[config.mk]
export PLATFORM = sky130hd
export DESIGN_NAME = clahe_coord_gen
export DESIGN_NICKNAME = d
export VERILOG_FILES = /design/src/rtl/clahe_pkg.sv /design/src/rtl/clahe_raster_cnt.sv /design/src/rtl/clahe_coord_gen.sv
export SDC_FILE = /design/constraint.sdc
export NUM_CORES = 1
export LEC_CHECK = 0
export ABC_AREA = 1
export CORE_MARGIN = 5
export CORE_UTILIZATION = 30
export DETAILED_ROUTE_END_ITERATION = 10
export GPL_ROUTABILITY_DRIVEN = 0
export GPL_TIMING_DRIVEN = 0
export RECOVER_POWER = 50
export SYNTH_ARGS = -nofsm -noshare
export SYNTH_HDL_FRONTEND = slang
export SYNTH_HIERARCHICAL = 1
export SYNTH_SLANG_ARGS = --single-unit
[constraint.sdc]
create_clock -name clk -period 1.5 [get_ports clk]
set_clock_uncertainty 0.05 [all_clocks]
set_input_delay 0.15 -clock clk [delete_from_list [all_inputs] [get_ports clk]]
set_output_delay 0.15 -clock clk [all_outputs]
set_load 0.01 [all_outputs]
[src/rtl/clahe_pkg.sv]
// clahe_pkg: shared widths, tile geometry and counter width helpers for the CLAHE coordinate path
package clahe_pkg;
  localparam int TILE_LOG2 = 6;
  localparam int WEIGHT_W = 6;
  localparam int PIX_W = 8;
  localparam int LANES = 3;
  function automatic int cnt_w(input int n);
    return (n > 1) ? $clog2(n) : 1;
  endfunction
  function automatic int tile_w(input int n);
    return cnt_w((n + 63) / 64);
  endfunction
endpackage

[src/rtl/clahe_raster_cnt.sv]
// clahe_raster_cnt: column/row raster counters with wrap, sof restart and eol/eof/sync-error detection
// Ports: clk, rst_n (async active-low), clk_en, i_valid, i_sof in; o_col/o_row give the position used
// by the current pixel (0,0 on sof), o_eol/o_eof/o_sync_err flag that pixel combinationally.
module clahe_raster_cnt
  import clahe_pkg::*;
#(
  parameter int IMG_W = 640,
  parameter int IMG_H = 480,
  localparam int CW = cnt_w(IMG_W),
  localparam int RW = cnt_w(IMG_H)
) (
  input  logic          clk,
  input  logic          rst_n,
  input  logic          clk_en,
  input  logic          i_valid,
  input  logic          i_sof,
  output logic [CW-1:0] o_col,
  output logic [RW-1:0] o_row,
  output logic          o_eol,
  output logic          o_eof,
  output logic          o_sync_err
);
  logic [CW-1:0] col_q, col_d;
  logic [RW-1:0] row_q, row_d;
  logic          accept;
  always_comb begin
    accept = i_valid && clk_en;
    o_col = i_sof ? '0 : col_q;
    o_row = i_sof ? '0 : row_q;
    o_eol = o_col == CW'(IMG_W - 1);
    o_eof = o_eol && (o_row == RW'(IMG_H - 1));
    o_sync_err = i_valid && i_sof && ((col_q != '0) || (row_q != '0));
    col_d = !accept ? col_q : o_eol ? '0 : o_col + CW'(1);
    row_d = !accept ? row_q : !o_eol ? o_row : o_eof ? '0 : o_row + RW'(1);
  end
  always_ff @(posedge clk or negedge rst_n)
    if (!rst_n) begin
      col_q <= '0;
      row_q <= '0;
    end else begin
      col_q <= col_d;
      row_q <= row_d;
    end
endmodule

[src/rtl/clahe_coord_gen.sv]
// clahe_coord_gen: per-pixel horizontal/vertical weights, tile indices and raster markers for the CLAHE multiplier
// Ports: clk, rst_n (async active-low), clk_en stall, i_valid/i_sof/i_pixel in; o_weight (multiplier dataa,
// replicated per lane), o_pixel (datab), o_wy, o_tile_x/y, o_valid, o_sof, o_eol, o_eof, o_sync_err out.
module clahe_coord_gen
  import clahe_pkg::*;
#(
  parameter int IMG_W = 640,
  parameter int IMG_H = 480,
  parameter int TILE_LOG2 = 6,
  localparam int TX_W = tile_w(IMG_W),
  localparam int TY_W = tile_w(IMG_H),
  localparam int CW = cnt_w(IMG_W),
  localparam int RW = cnt_w(IMG_H)
) (
  input  logic                            clk,
  input  logic                            rst_n,
  input  logic                            clk_en,
  input  logic                            i_valid,
  input  logic                            i_sof,
  input  logic [LANES-1:0][PIX_W-1:0]     i_pixel,
  output logic [LANES-1:0][WEIGHT_W-1:0]  o_weight,
  output logic [LANES-1:0][PIX_W-1:0]     o_pixel,
  output logic [WEIGHT_W-1:0]             o_wy,
  output logic [TX_W-1:0]                 o_tile_x,
  output logic [TY_W-1:0]                 o_tile_y,
  output logic                            o_valid,
  output logic                            o_sof,
  output logic                            o_eol,
  output logic                            o_eof,
  output logic                            o_sync_err
);
  if (TILE_LOG2 != 6) begin : g_bad_tile
    $error("clahe_coord_gen: TILE_LOG2 must be 6 so weights fit 6 bits");
  end
  logic [CW-1:0] col;
  logic [RW-1:0] row;
  logic          eol, eof, sync_err, accept;
  logic [LANES-1:0][WEIGHT_W-1:0] weight_q, weight_d;
  logic [LANES-1:0][PIX_W-1:0]    pixel_q, pixel_d;
  logic [WEIGHT_W-1:0]            wy_q, wy_d;
  logic [TX_W-1:0]                tile_x_q, tile_x_d;
  logic [TY_W-1:0]                tile_y_q, tile_y_d;
  logic valid_q, valid_d, sof_q, sof_d, eol_q, eol_d, eof_q, eof_d, err_q, err_d;
  clahe_raster_cnt #(.IMG_W(IMG_W), .IMG_H(IMG_H)) u_cnt (
    .clk        (clk),
    .rst_n      (rst_n),
    .clk_en     (clk_en),
    .i_valid    (i_valid),
    .i_sof      (i_sof),
    .o_col      (col),
    .o_row      (row),
    .o_eol      (eol),
    .o_eof      (eof),
    .o_sync_err (sync_err)
  );
  // Flags are strobes tied to o_valid; data outputs hold across idle cycles.
  always_comb begin
    accept = i_valid && clk_en;
    valid_d = clk_en ? i_valid : valid_q;
    sof_d = clk_en ? i_valid && i_sof : sof_q;
    eol_d = clk_en ? i_valid && eol : eol_q;
    eof_d = clk_en ? i_valid && eof : eof_q;
    err_d = clk_en ? sync_err : err_q;
    weight_d = accept ? {LANES{WEIGHT_W'(col)}} : weight_q;
    pixel_d = accept ? i_pixel : pixel_q;
    wy_d = accept ? WEIGHT_W'(row) : wy_q;
    tile_x_d = accept ? TX_W'(col >> TILE_LOG2) : tile_x_q;
    tile_y_d = accept ? TY_W'(row >> TILE_LOG2) : tile_y_q;
  end
  always_ff @(posedge clk or negedge rst_n)
    if (!rst_n) begin
      valid_q  <= 1'b0;
      sof_q    <= 1'b0;
      eol_q    <= 1'b0;
      eof_q    <= 1'b0;
      err_q    <= 1'b0;
      weight_q <= '0;
      pixel_q  <= '0;
      wy_q     <= '0;
      tile_x_q <= '0;
      tile_y_q <= '0;
    end else begin
      valid_q  <= valid_d;
      sof_q    <= sof_d;
      eol_q    <= eol_d;
      eof_q    <= eof_d;
      err_q    <= err_d;
      weight_q <= weight_d;
      pixel_q  <= pixel_d;
      wy_q     <= wy_d;
      tile_x_q <= tile_x_d;
      tile_y_q <= tile_y_d;
    end
  assign o_valid    = valid_q;
  assign o_sof      = sof_q;
  assign o_eol      = eol_q;
  assign o_eof      = eof_q;
  assign o_sync_err = err_q;
  assign o_weight   = weight_q;
  assign o_pixel    = pixel_q;
  assign o_wy       = wy_q;
  assign o_tile_x   = tile_x_q;
  assign o_tile_y   = tile_y_q;
endmodule

## Word-level counts from Yosys, hierarchy flattened

Cells that the tools add are included.

| word-level totals | value |
|---|---|
| output and inout bits | 60 |
| register bits | 67 |
| input port bits | 29 |
| logic and storage cells | 32 |

| cells by class | value |
|---|---|
| equality and inequality tests | 2 |
| add/subtract/negate cells | 2 |
| multiplexer cells | 5 |
| reductions and logical operators | 9 |

Operators by type and width:

| operator | count |
|---|---|
| 9-bit two-way mux | 3 |
| 10-bit two-way mux | 2 |
| 10-bit by 1-bit adder with 10-bit output (second input constant) | 1 |
| 10-bit == test (second input constant) | 1 |
| 10-bit nonzero test | 1 |
| 9-bit by 1-bit adder with 9-bit output (second input constant) | 1 |
| 9-bit == test (second input constant) | 1 |
| 9-bit nonzero test | 1 |
| 1-bit logical AND | 6 |
| 1-bit logical OR | 1 |

## Depth between registers and ports, before layout

| logic depth | value |
|---|---|
| depth in word-level cells | 5 |
| gate-level depth with buffers | 13 |
| mapped depth without buffers | 12 |

## Hierarchy

Netlist, hierarchy kept.

By module, submodules not included:

| module | area each (µm²) | instances | seq. area each (µm²) | cells each |
|---|---|---|---|---|
| clahe_coord_gen | 1971.9 | 1 | 1201.2 | 219 |
| clahe_raster_cnt | 1442.6 | 1 | 475.5 | 223 |

## Least setup slack after synthesis

Ideal clock, no wire load.

| path | value |
|---|---|
| path kind | register -> register |
| from | register u_cnt.row_q[0] |
| to | register u_cnt.row_q[0] |
| cell stages (with the launch flop) | 11 |
| arrival | 1435 ps |
| setup time | 132 ps |
| setup slack | -118 ps |
| cell sequence | dfrtp_1 -> inv_1 -> nor2_1 -> ha_1 -> nand2_1 -> nor2_1 -> nand3_1 -> nand2_1 -> nand2_4 -> nand2_1 -> o21ai_0 |

| on the way | value |
|---|---|
| longest elaborated chain between the ends | 5 |
| elaborated cells on any way between the ends | 6 |
| classes of those cells | add/sub (1); eq/ne (1); mux (3); reduce/logical (1) |

Ends and longest elaborated chain:

| item | line | source |
|---|---|---|
| start: declaration | clahe_raster_cnt.sv:24 | `logic [RW-1:0] row_q, row_d;` |
| start signal: assignment | clahe_raster_cnt.sv:42 | `row_q <= row_d;` |
| 9-bit two-way mux (*) | clahe_raster_cnt.sv:29 | `o_row = i_sof ? '0 : row_q;` |
| named net row[0] | clahe_coord_gen.sv:36 | `logic [RW-1:0] row;` |
| branches (longest 3 deep; another with 9-bit by 1-bit adder with 9-bit output) | -- |  |
| 9-bit two-way mux (*) | clahe_raster_cnt.sv:34 | `row_d = !accept ? row_q : !o_eol ? o_row : o_eof ? '0 : o_row + RW'(1);` |

Mark *: on every way through the listed nets, which the timed path passes.
A chain may end at the register's enable or synchronous reset.

## Worst setup path in the final report

| path | value |
|---|---|
| from | register u_cnt.col_q[1] |
| to | register u_cnt.row_q[6] |

| on the way | value |
|---|---|
| longest elaborated chain between the ends | 5 |

Ends and longest elaborated chain:

| item | line | source |
|---|---|---|
| start: declaration | clahe_raster_cnt.sv:23 | `logic [CW-1:0] col_q, col_d;` |
| start signal: assignment | clahe_raster_cnt.sv:41 | `col_q <= col_d;` |
| 10-bit two-way mux (*) | clahe_raster_cnt.sv:28 | `o_col = i_sof ? '0 : col_q;` |
| named net col[1] | clahe_coord_gen.sv:35 | `logic [CW-1:0] col;` |
| 10-bit == test (*) | clahe_raster_cnt.sv:30 | `o_eol = o_col == CW'(IMG_W - 1);` |
| 1-bit logical AND | clahe_raster_cnt.sv:31 | `o_eof = o_eol && (o_row == RW'(IMG_H - 1));` |
| 9-bit two-way mux | clahe_raster_cnt.sv:34 |  |
| 9-bit two-way mux (*) | clahe_raster_cnt.sv:34 |  |

Mark *: on every way through the listed nets, which the timed path passes. The rest lies on a longest branch.

==> summary.txt <==
Status
  • Status: complete, but fails checks
  • Failing checks: setup timing

Synthesis
  • Async S/R FF share, synth: 1.00
  • Post-Synth Adder-Cell Area: 0.00733
  • Multiplexer share of the synthesized area: 0
  • Commonest cells post-synth: nand2_1, nand3_1, dfrtp_1, inv_1, nor2_1
  • Area contributors post-synth: dfrtp_1, nand2_1, nand3_1
  • Complex-gate fraction of the synthesized area: 0.0278
  • Yosys cell types: 26
  • YS warnings: 6
  • Leading area contributor after synthesis: dfrtp_1
  • Net Count, Synth: about 470
  • Post-synthesis simple-gate area fraction: 0.369
  • Synth Area in XOR/XNOR: 0.00770
  • Synthesized flop and latch total: 67
  • Main synth FF type: dfrtp_1
  • Cells after Synth: around 440
  • Syn Std Cell Area: between 3000 and 4000 um2
  • Avg Inst Size Synth: roughly 7.7 um2
  • Main combinational cell family by area after synthesis: simple AND/OR/NAND/NOR gates
  • Share of the synthesized area in the top cell type: 0.491
  • Sequential element share of the synthesized area: 0.491
  • Most common cell in the netlist: nand2_1
  • Post-synth EDFFs: 0

CTS
  • Clock Sink Count: 67
  • Num CTS Buffers: 9
  • Root Buffer Master: clkbuf_16
  • CTS tree: built
  • H-tree levels: 3
  • Worst-path clk slew: about 0.060 ns
  • Maximum clock path buffer count: 2
  • Clk_lat worst skew: 0.33 ns

Timing
  • FMAX: 591 MHz
  • Final hold violations: 0
  • Slew Viols, Final: 0
  • RSZ-0062 raised after global routing: yes
  • Slew @ Worst Pin: 0.926 ns
  • Final Cycle Share: 1.13
  • Final WS setup: -0.192 ns
  • Final setup fails: 20
  • Slew margin rel.: 0.382
  • Final Critical Period: ~1.7 ns

Cells and area
  • Filler cell count: 1,104
  • Share of layout cells above drive strength 1: 0.216
  • Nets: between 500 and 600
  • Area delta synth->final: 51.9%
  • Multi-input gate area: roughly 1600 um2
  • Util after Layout: 0.460
  • ANT cells: 0
  • Register area: about 1700 um2

Die
  • Die X: roughly 120 um
  • Initial Util: 0.303
  • Die ar.: ~14,000 um2
  • # rows: 39
  • Core ar.: around 11,000 um2
  • Chip Height: around 120 um
  • Top Ports: 89

Global routing
  • Number of global-route vias before repair: roughly 3,300
  • Global-route wire length before repair: roughly 17,000 um
  • Largest net degree at the start of global routing: between 60 and 70
  • Gr ovfl total: 0
  • Initial antenna violation count: 0
  • GRT Util Overall: 0.157

Routing
  • Drt initial violations: between 200 and 300
  • Drt drc: 0
  • Met3 wire length: around 680 um
  • Routed vias: between 3,000 and 4,000
  • Wl on met1: between 4000 and 5000 um
  • Drt wl/cell: approximately 14 um
  • DRT Wirelength: 10,300 um
  • Max layer used: met4
  • WL met2: between 4000 and 5000 um
  • Post-detailed-route count of antenna-violating nets: 0
  • Vias per cell: approximately 4.8
  • First-pass DRT Iterations: 5

Critical path
  • Nature of the critical path endpoint: flop
  • Crit path kind: reg -> reg
  • Critical Path AT: about 1.9 ns
  • Critical Path Start Type: flop
  • WP data required: between 1.5 and 2 ns
  • Crit-path max FO: 5

Power and ir drop
  • PnR Total Power: approximately 5.3 mW
  • Total leakage power: roughly 2.5 nW
  • P per Cell Area: a little over 1000 nW/um2
  • VDD IR max: around 0.00065 V

Hold path
  • Hold WC Path Type: in -> reg

Placement
  • DP HPWL: approximately 7200 um
  • PortBufs: 88

Flow run
  • Max-cap check violation count: 0
flip-flops by register name (all words and copies together) (netlist names):
| signal | cells |
|---|---|
| o_tile_x | 4 |
| o_weight | 6 |
| u_cnt/row_q | 9 |
| o_pixel | 24 |
| o_sync_err | 1 |
| o_wy | 6 |
| u_cnt/col_q | 10 |
| o_eol | 1 |
| o_sof | 1 |
| o_tile_y | 3 |
| o_eof | 1 |
| o_valid | 1 |
final cells by class:
cell class	instances	area share
multi-input combinational	309	0.316
clock inverter	7	0.0178
clock buffer	9	0.0434
buffer	30	0.0374
timing repair buffer	110	0.199
inverter	37	0.0282
sequential	67	0.323
tap	143	0.0345
metrics by stage:
step / setup TNS, ns / area [um2] / cells / setup slack (ns) / hold slack (ns)
final: -2.91 / 5190 / 712 / -0.192 / 0.144
after global routing: -4.53 / 5190 / 712 / -0.303 / 0.159
after CTS: -0.907 / 5090 / 711 / -0.126 / 0.134
after detailed placement: -24.73 / 4530 / 673 / -1.15 / 0.269
after global placement: -162.41 / 4530 / 673 / -2.08 / 0.403
after floorplan: -0.0317 / 3470 / 442 / -0.0183 / -0.196
critical path: stages, from the launching register on:
cell and delay (ns):
dfrtp_1 0.38, inv_2 0.07, nor2_4 0.13, ha_4 0.18
nand4_4 0.10, nor2_4 0.19, nand2_4 0.12, nand2_8 0.13
nand2_8 0.08, nand3_2 0.08, nand2_1 0.05
cell usage in the layout (no fill, tap or decap), types with 5 or more instances in the layout:
cell type	Yosys	final
clkbuf_16	0	9
nand3_1	74	62
inv_1	35	32
nand2_2	1	9
buf_2	10	6
dlygate4sd2_1	0	11
nor2_4	3	8
clkbuf_2	0	6
dfrtp_1	67	67
nand2_1	158	150
nand3_2	1	13
buf_4	16	35
clkdlybuf4s50_1	0	70
nor2_1	31	23
nor2_2	3	6
o21ai_1	1	5
nand4_1	8	8
power by group:
group	total (mW)	leakage, nW	internal, mW	switching (mW)
clock network	2.23	0.159	1.45	0.779
logic	0.976	1.50	0.500	0.476
registers	2.05	0.883	1.95	0.0975
cell families after synthesis:
group | Yosys count
simple gates | 286
compound gates | 17
fa+ha+maj | 2
buf+inv | 67
flops | 67
xor+xnor | 3
layer usage:
layer  vias up  global-route usage
met3        13              0.0352
li1       1655                   -
met4         0              0.0550
met1      1633               0.212
met2       110               0.247
met5         -                   0
repair_timing:
item                                    4_1_cts  5_1_grt
hold buffers                                  1        0
setup buffers                                20        1
hold endpoints to repair                     67        0
gates resized for setup                      42       27
endpoints found under the setup margin       35       25
pin swaps                                    14       13
cloned                                        1        0
worst paths after layout:
path	from	end	slack (ns)	cells past startpoint
min in group asynchronous	rst_n	o_pixel[2]$_DFFE_PN0P_	0.46	2
setup / recovery	u_cnt/col_q[1]$_DFFE_PN0P_	u_cnt/row_q[6]$_DFFE_PN0P_	-0.19	10
hold / removal	i_sof	o_sof$_DFFE_PN0P_	0.14	3
hold reg to reg	o_pixel[8]$_DFFE_PN0P_	o_pixel[8]$_DFFE_PN0P_	0.42	2
setup reg to reg	u_cnt/col_q[1]$_DFFE_PN0P_	u_cnt/row_q[6]$_DFFE_PN0P_	-0.19	10
max in group asynchronous	rst_n	o_tile_x[0]$_DFFE_PN0P_	0.32	2
Power figures use the tool's default switching activity.
==> RTL change 1: new RTL, same flow settings <==
`pixel_q` and `wy_q` no longer have a reset.
--- a/src/rtl/clahe_coord_gen.sv
+++ b/src/rtl/clahe_coord_gen.sv
@@ -76,6 +76,4 @@
       err_q    <= 1'b0;
       weight_q <= '0;
-      pixel_q  <= '0;
-      wy_q     <= '0;
       tile_x_q <= '0;
       tile_y_q <= '0;
@@ -87,9 +85,12 @@
       err_q    <= err_d;
       weight_q <= weight_d;
-      pixel_q  <= pixel_d;
-      wy_q     <= wy_d;
       tile_x_q <= tile_x_d;
       tile_y_q <= tile_y_d;
     end
+
+  always_ff @(posedge clk) begin
+    pixel_q <= pixel_d;
+    wy_q    <= wy_d;
+  end
   assign o_valid    = valid_q;
   assign o_sof      = sof_q;
Behaviour: not the same (a bounded check fails within 4 cycles, from zero or initial values and one cycle with rst_n low).
==> RTL change 1 against the unedited design <==
The run still ends with setup timing left; via count is 16% lower; sequential share of layout area grew 4.1 points; clock power down 35%; largest cell class unchanged; die area shrank 6.5%; total power is 18% lower; setup slack better by 0.063 ns; non-clock buffer count rose by 8; area after synthesis is 7.1% lower; final cell count shrank 12%; sequential cell count unchanged; design area decreased by 3.3%; utilization is 2.6 points higher; routed wire length decreased by 15%.
==> RTL change 1: results (changes against the unedited design) <==
DP Wirelength 5930 um (-17%); setup ws final -0.128 ns (+0.0632 ns); Place WS -1.09 ns (+0.0563 ns); violated checks setup timing; setup violators final 49 (+150%); crit path DAT 1.80 ns (-0.06 ns); leakage power 2.23 nW (-12%); drt pass-1 iters 7 (+2); clk root buf clkbuf_8; status complete, but fails checks; Post-synth top cells nand2_1, nand3_1, dfrtp_1; Synth cell types 27 (+3.8%); initial DRC count 151 (-49%); sequential share of the synthesized area 0.576 (+0.0851); number of synthesized flops with an enable pin 30 (+30); first-pass GRT wire length 14,000 um (-16%); placed standard-cell area 4270 sq um (-5.6%); reg2reg end u_cnt/row_q[4]; Mapped Nets 375 (-21%); ys async rst share 0.552 (-0.448); Reg2Reg Setup Slack -0.11 ns (+0.08 ns); CP peak stage delay 0.31 ns (-0.07 ns); CP Class in2reg; maximum VDD drop 397 uV (-39%); Setup crit start i_sof; top cells by area, synth dfrtp_1, edfxtp_1, nand2_1, nand3_1, inv_1; Routed WL 8790 um (-15%); vias in the first global route 2,902 (-13%); GRT Resource Usage Total 0.137 (-0.0197); relative slew slack 0.372 (-0.0104); largest net degree at the start of global routing 38 (-44%); crit-path max FO 10 (+5); layout cells sized above 1 0.266 (+0.0497); R2R depth 11 (+1)
## RTL change 1: cell count changes after synthesis
cell | unedited run | this run
nand2_4 | 3 | 4
buf_6 | 1 | 4
buf_2 | 10 | 1
edfxtp_1 | 0 | 30
nand3_1 | 74 | 44
buf_4 | 16 | 14
dfrtp_1 | 67 | 37
nand2_1 | 158 | 97
inv_1 | 35 | 36
clkbuf_1 | 3 | 2
## RTL change 1: worst min path at each step
| stage | start | to | slack [ns] | cells past startpoint |
|---|---|---|---|---|
| floorplan | rst_n | o_eof | -0.20 | 0 |
| global placement | o_valid | o_valid | 0.41 | 2 |
| detailed placement | rst_n | o_weight[2] | 0.26 | 1 |
| CTS | i_sof | o_sof | 0.26 | 3 |
| global route | i_sof | o_sof | 0.32 | 3 |
| finish | i_sof | o_sof | 0.31 | 3 |
## RTL change 1: metrics by stage
stage / hold WS [ns] / total power, mW / std cells
4_1_cts: 0.261 / 4.33 / 613
5_1_grt: 0.321 / 4.51 / 625
6_report: 0.306 / 4.30 / 625
3_3_place_gp: 0.405 / 2.78 / 568
2_1_floorplan: -0.196 / 2.42 / 344
3_5_place_dp: 0.263 / 2.80 / 568
## RTL change 1: final cells by class
type,count,area (sq um),share of cell area
Buffer,21,160,0.0319
Clock buffer,10,128,0.0254
Clock inverter,6,56.3,0.0112
Inverter,38,156,0.0312
Multi-Input combinational cell,219,1300,0.259
Sequential cell,67,1830,0.364
Tap cell,136,170,0.0339
Timing Repair Buffer,127,1210,0.242
Timing Repair inverter,1,7.51,0.00150
## RTL change 1: power breakdown
part / total, mW / internal, mW / switching, mW
Clock: 1.44 / 0.755 / 0.687
Combinational: 0.767 / 0.406 / 0.361
Sequential: 2.09 / 2.03 / 0.0590
## RTL change 1: worst register-to-register path, delay by kind of cell, from the launching register on
kind / cells / cell delay [ns]
and+or+nand+nor: 8 / 0.72
adders and majority gates: 1 / 0.17
DFF: 1 / 0.37
buffers and inverters: 2 / 0.20
## RTL change 1: cell families (layout without fill, tap and decap cells)
family                   after synthesis  count (layout)  synth area share
flip-flops                            67              67             0.576
AO/OA/AOI/OAI                         17              17            0.0300
AND/OR/NAND/NOR                      196             197             0.281
XOR/XNOR                               3               3           0.00829
adder cells (fa/ha/maj)                2               2           0.00789
buffers and inverters                 59             203            0.0963
## RTL change 1: timing repair
action / 4_1_cts / 5_1_grt
endpoints found under the setup margin: 66 / 57
hold buffers: 1 / 0
endpoints found under the hold margin: 37 / 0
gates cloned: 2 / 0
pin swaps: 22 / 10
resized for setup: 58 / 23
setup buffers: 26 / 12
## RTL change 1: metal layers
metal	GRT usage	up-vias	part of all wire
met5	0	-	0
met4	0.0521	0	0.017
met3	0.0337	15	0.057
met2	0.233	74	0.52
met1	0.167	1393	0.41
li1	-	1390	-
==> RTL change 2: new RTL, same settings <==
Without the edit above. The package constant `LANES` goes from 3 to 6.
--- a/src/rtl/clahe_pkg.sv
+++ b/src/rtl/clahe_pkg.sv
@@ -4,5 +4,5 @@
   localparam int WEIGHT_W = 6;
   localparam int PIX_W = 8;
-  localparam int LANES = 3;
+  localparam int LANES = 6;
   function automatic int cnt_w(input int n);
     return (n > 1) ? $clog2(n) : 1;
Ports: changed (resized i_pixel, o_pixel and o_weight); port bits go from 89 to 155. The function was not compared with the original's and may differ.
==> RTL change 2 against the unedited design <==
The run still ends with setup timing left; area after synthesis rose by 32%; routed wire length increased by 39%; total power is 27% higher; hold slack got worse by 0.017 ns; final cell count grew 33%; setup slack improved by 0.053 ns; sequential cell count grew 24; design area rose by 33%; clock power up 5%; die area increased by 29%; critical path type unchanged; critical endpoint is now u_cnt/row_q[7].
==> RTL change 2: results (changes against the unedited design) <==
R2R depth 11 (+1); post-CTS sizing 90 (+110%); setup ws final -0.139 ns (+0.0526 ns); Mapped Nets 620 (+31%); Inverters 37 (unchanged); total internal power 4.83 mW (+24%); Seq area share 0.332 (+0.00892); Clock buf/inv share 0.0453 (-0.0159); leakage power 3.43 nW (+35%); Sw Ratio 0.278 (+0.0210); post-route insts no fill 947 (+33%); sequential share of the synthesized area 0.505 (+0.0138); final net count 813 (+37%); Flop pwr share 0.422 (+0.032); Post-CTS Setup Repair Bufs 22 (+10%); vias in the first global route 4,468 (+34%); well tap count 184 (+29%); DR WL/cell 15.1 um (+4.4%); multi-input logic area 1910 sq um (+17%); first-pass GRT wire length 23,700 um (+41%); Signal buf overhead 0.289 (+0.0525); Setup TNS -1.70 ns (+1.21 ns); clock latency on the worst-skew pair between 0.3 and 0.4 ns; largest net degree at the start of global routing 54 (-21%); Signal buffers 238 (+70%); DP Wirelength 10,300 um (+44%); clock sinks 91 (+36%); Hold Path Stages 3 (unchanged); status complete, but fails checks; setup violators final 24 (+20%); XOR/XNOR share of the synthesized area 0.00583 (-0.00187); Synth Area in Compound Gates 0.0211 (-0.00677); total CTS buffers 9 (unchanged); crit-path max FO 6 (+1); violated checks setup timing; post-synthesis adder-cell area fraction 0.00555 (-0.00178); placed standard-cell area 6360 sq um (+41%); number of port buffers 154 (+75%); multi-input gate count 381 (+23%); Largest register FFs 48 (+100%); initial DRC count 354 (+18%); top cells by area, synth dfrtp_1, nand2_1, nand3_1, buf_4, inv_1; reg2reg end u_cnt/row_q[7]; design area 6880 sq um (+33%); maximum VDD drop 516 uV (-21%); layout cells sized above 1 0.228 (+0.0119); clock buf count 10 (+1); Post-synth top cells nand2_1, nand3_1, dfrtp_1; gate count of the mapped netlist 565 (+28%); Placed Cells 904 (+34%)
RTL change 2: cell count changes after synthesis, moves of 3 or more:
| cell | change |
|---|---|
| buf_2 | +10 |
| buf_4 | +15 |
| buf_6 | +3 |
| dfrtp_1 | +24 |
| nand2_1 | +47 |
| nand3_1 | +24 |
RTL change 2: critical path, cell delays in order (launching register included):
cell     delay, ns
dfrtp_1       0.37
inv_2         0.06
nor2_4        0.13
ha_4          0.17
nand3_2       0.07
nor2_2        0.14
nand2_2       0.09
nor2_4        0.12
buf_12        0.13
nand3_2       0.08
nand3_2       0.08
nand2_1       0.04
RTL change 2: layer usage:
layer,vias up,track usage,wire [um]
li1,2161,-,-
met1,2082,0.210,6260
met2,150,0.275,6900
met3,23,0.0444,900
met4,0,0.0514,258
met5,-,0,0
RTL change 2: through the flow:
step                      worst slack, ns  hold slack, ns
after floorplan                   -0.0183          -0.196
after global placement              -3.23           0.404
after detailed placement            -1.09           0.136
after CTS                         -0.0963           0.110
after global routing               -0.231           0.121
final                              -0.139           0.127
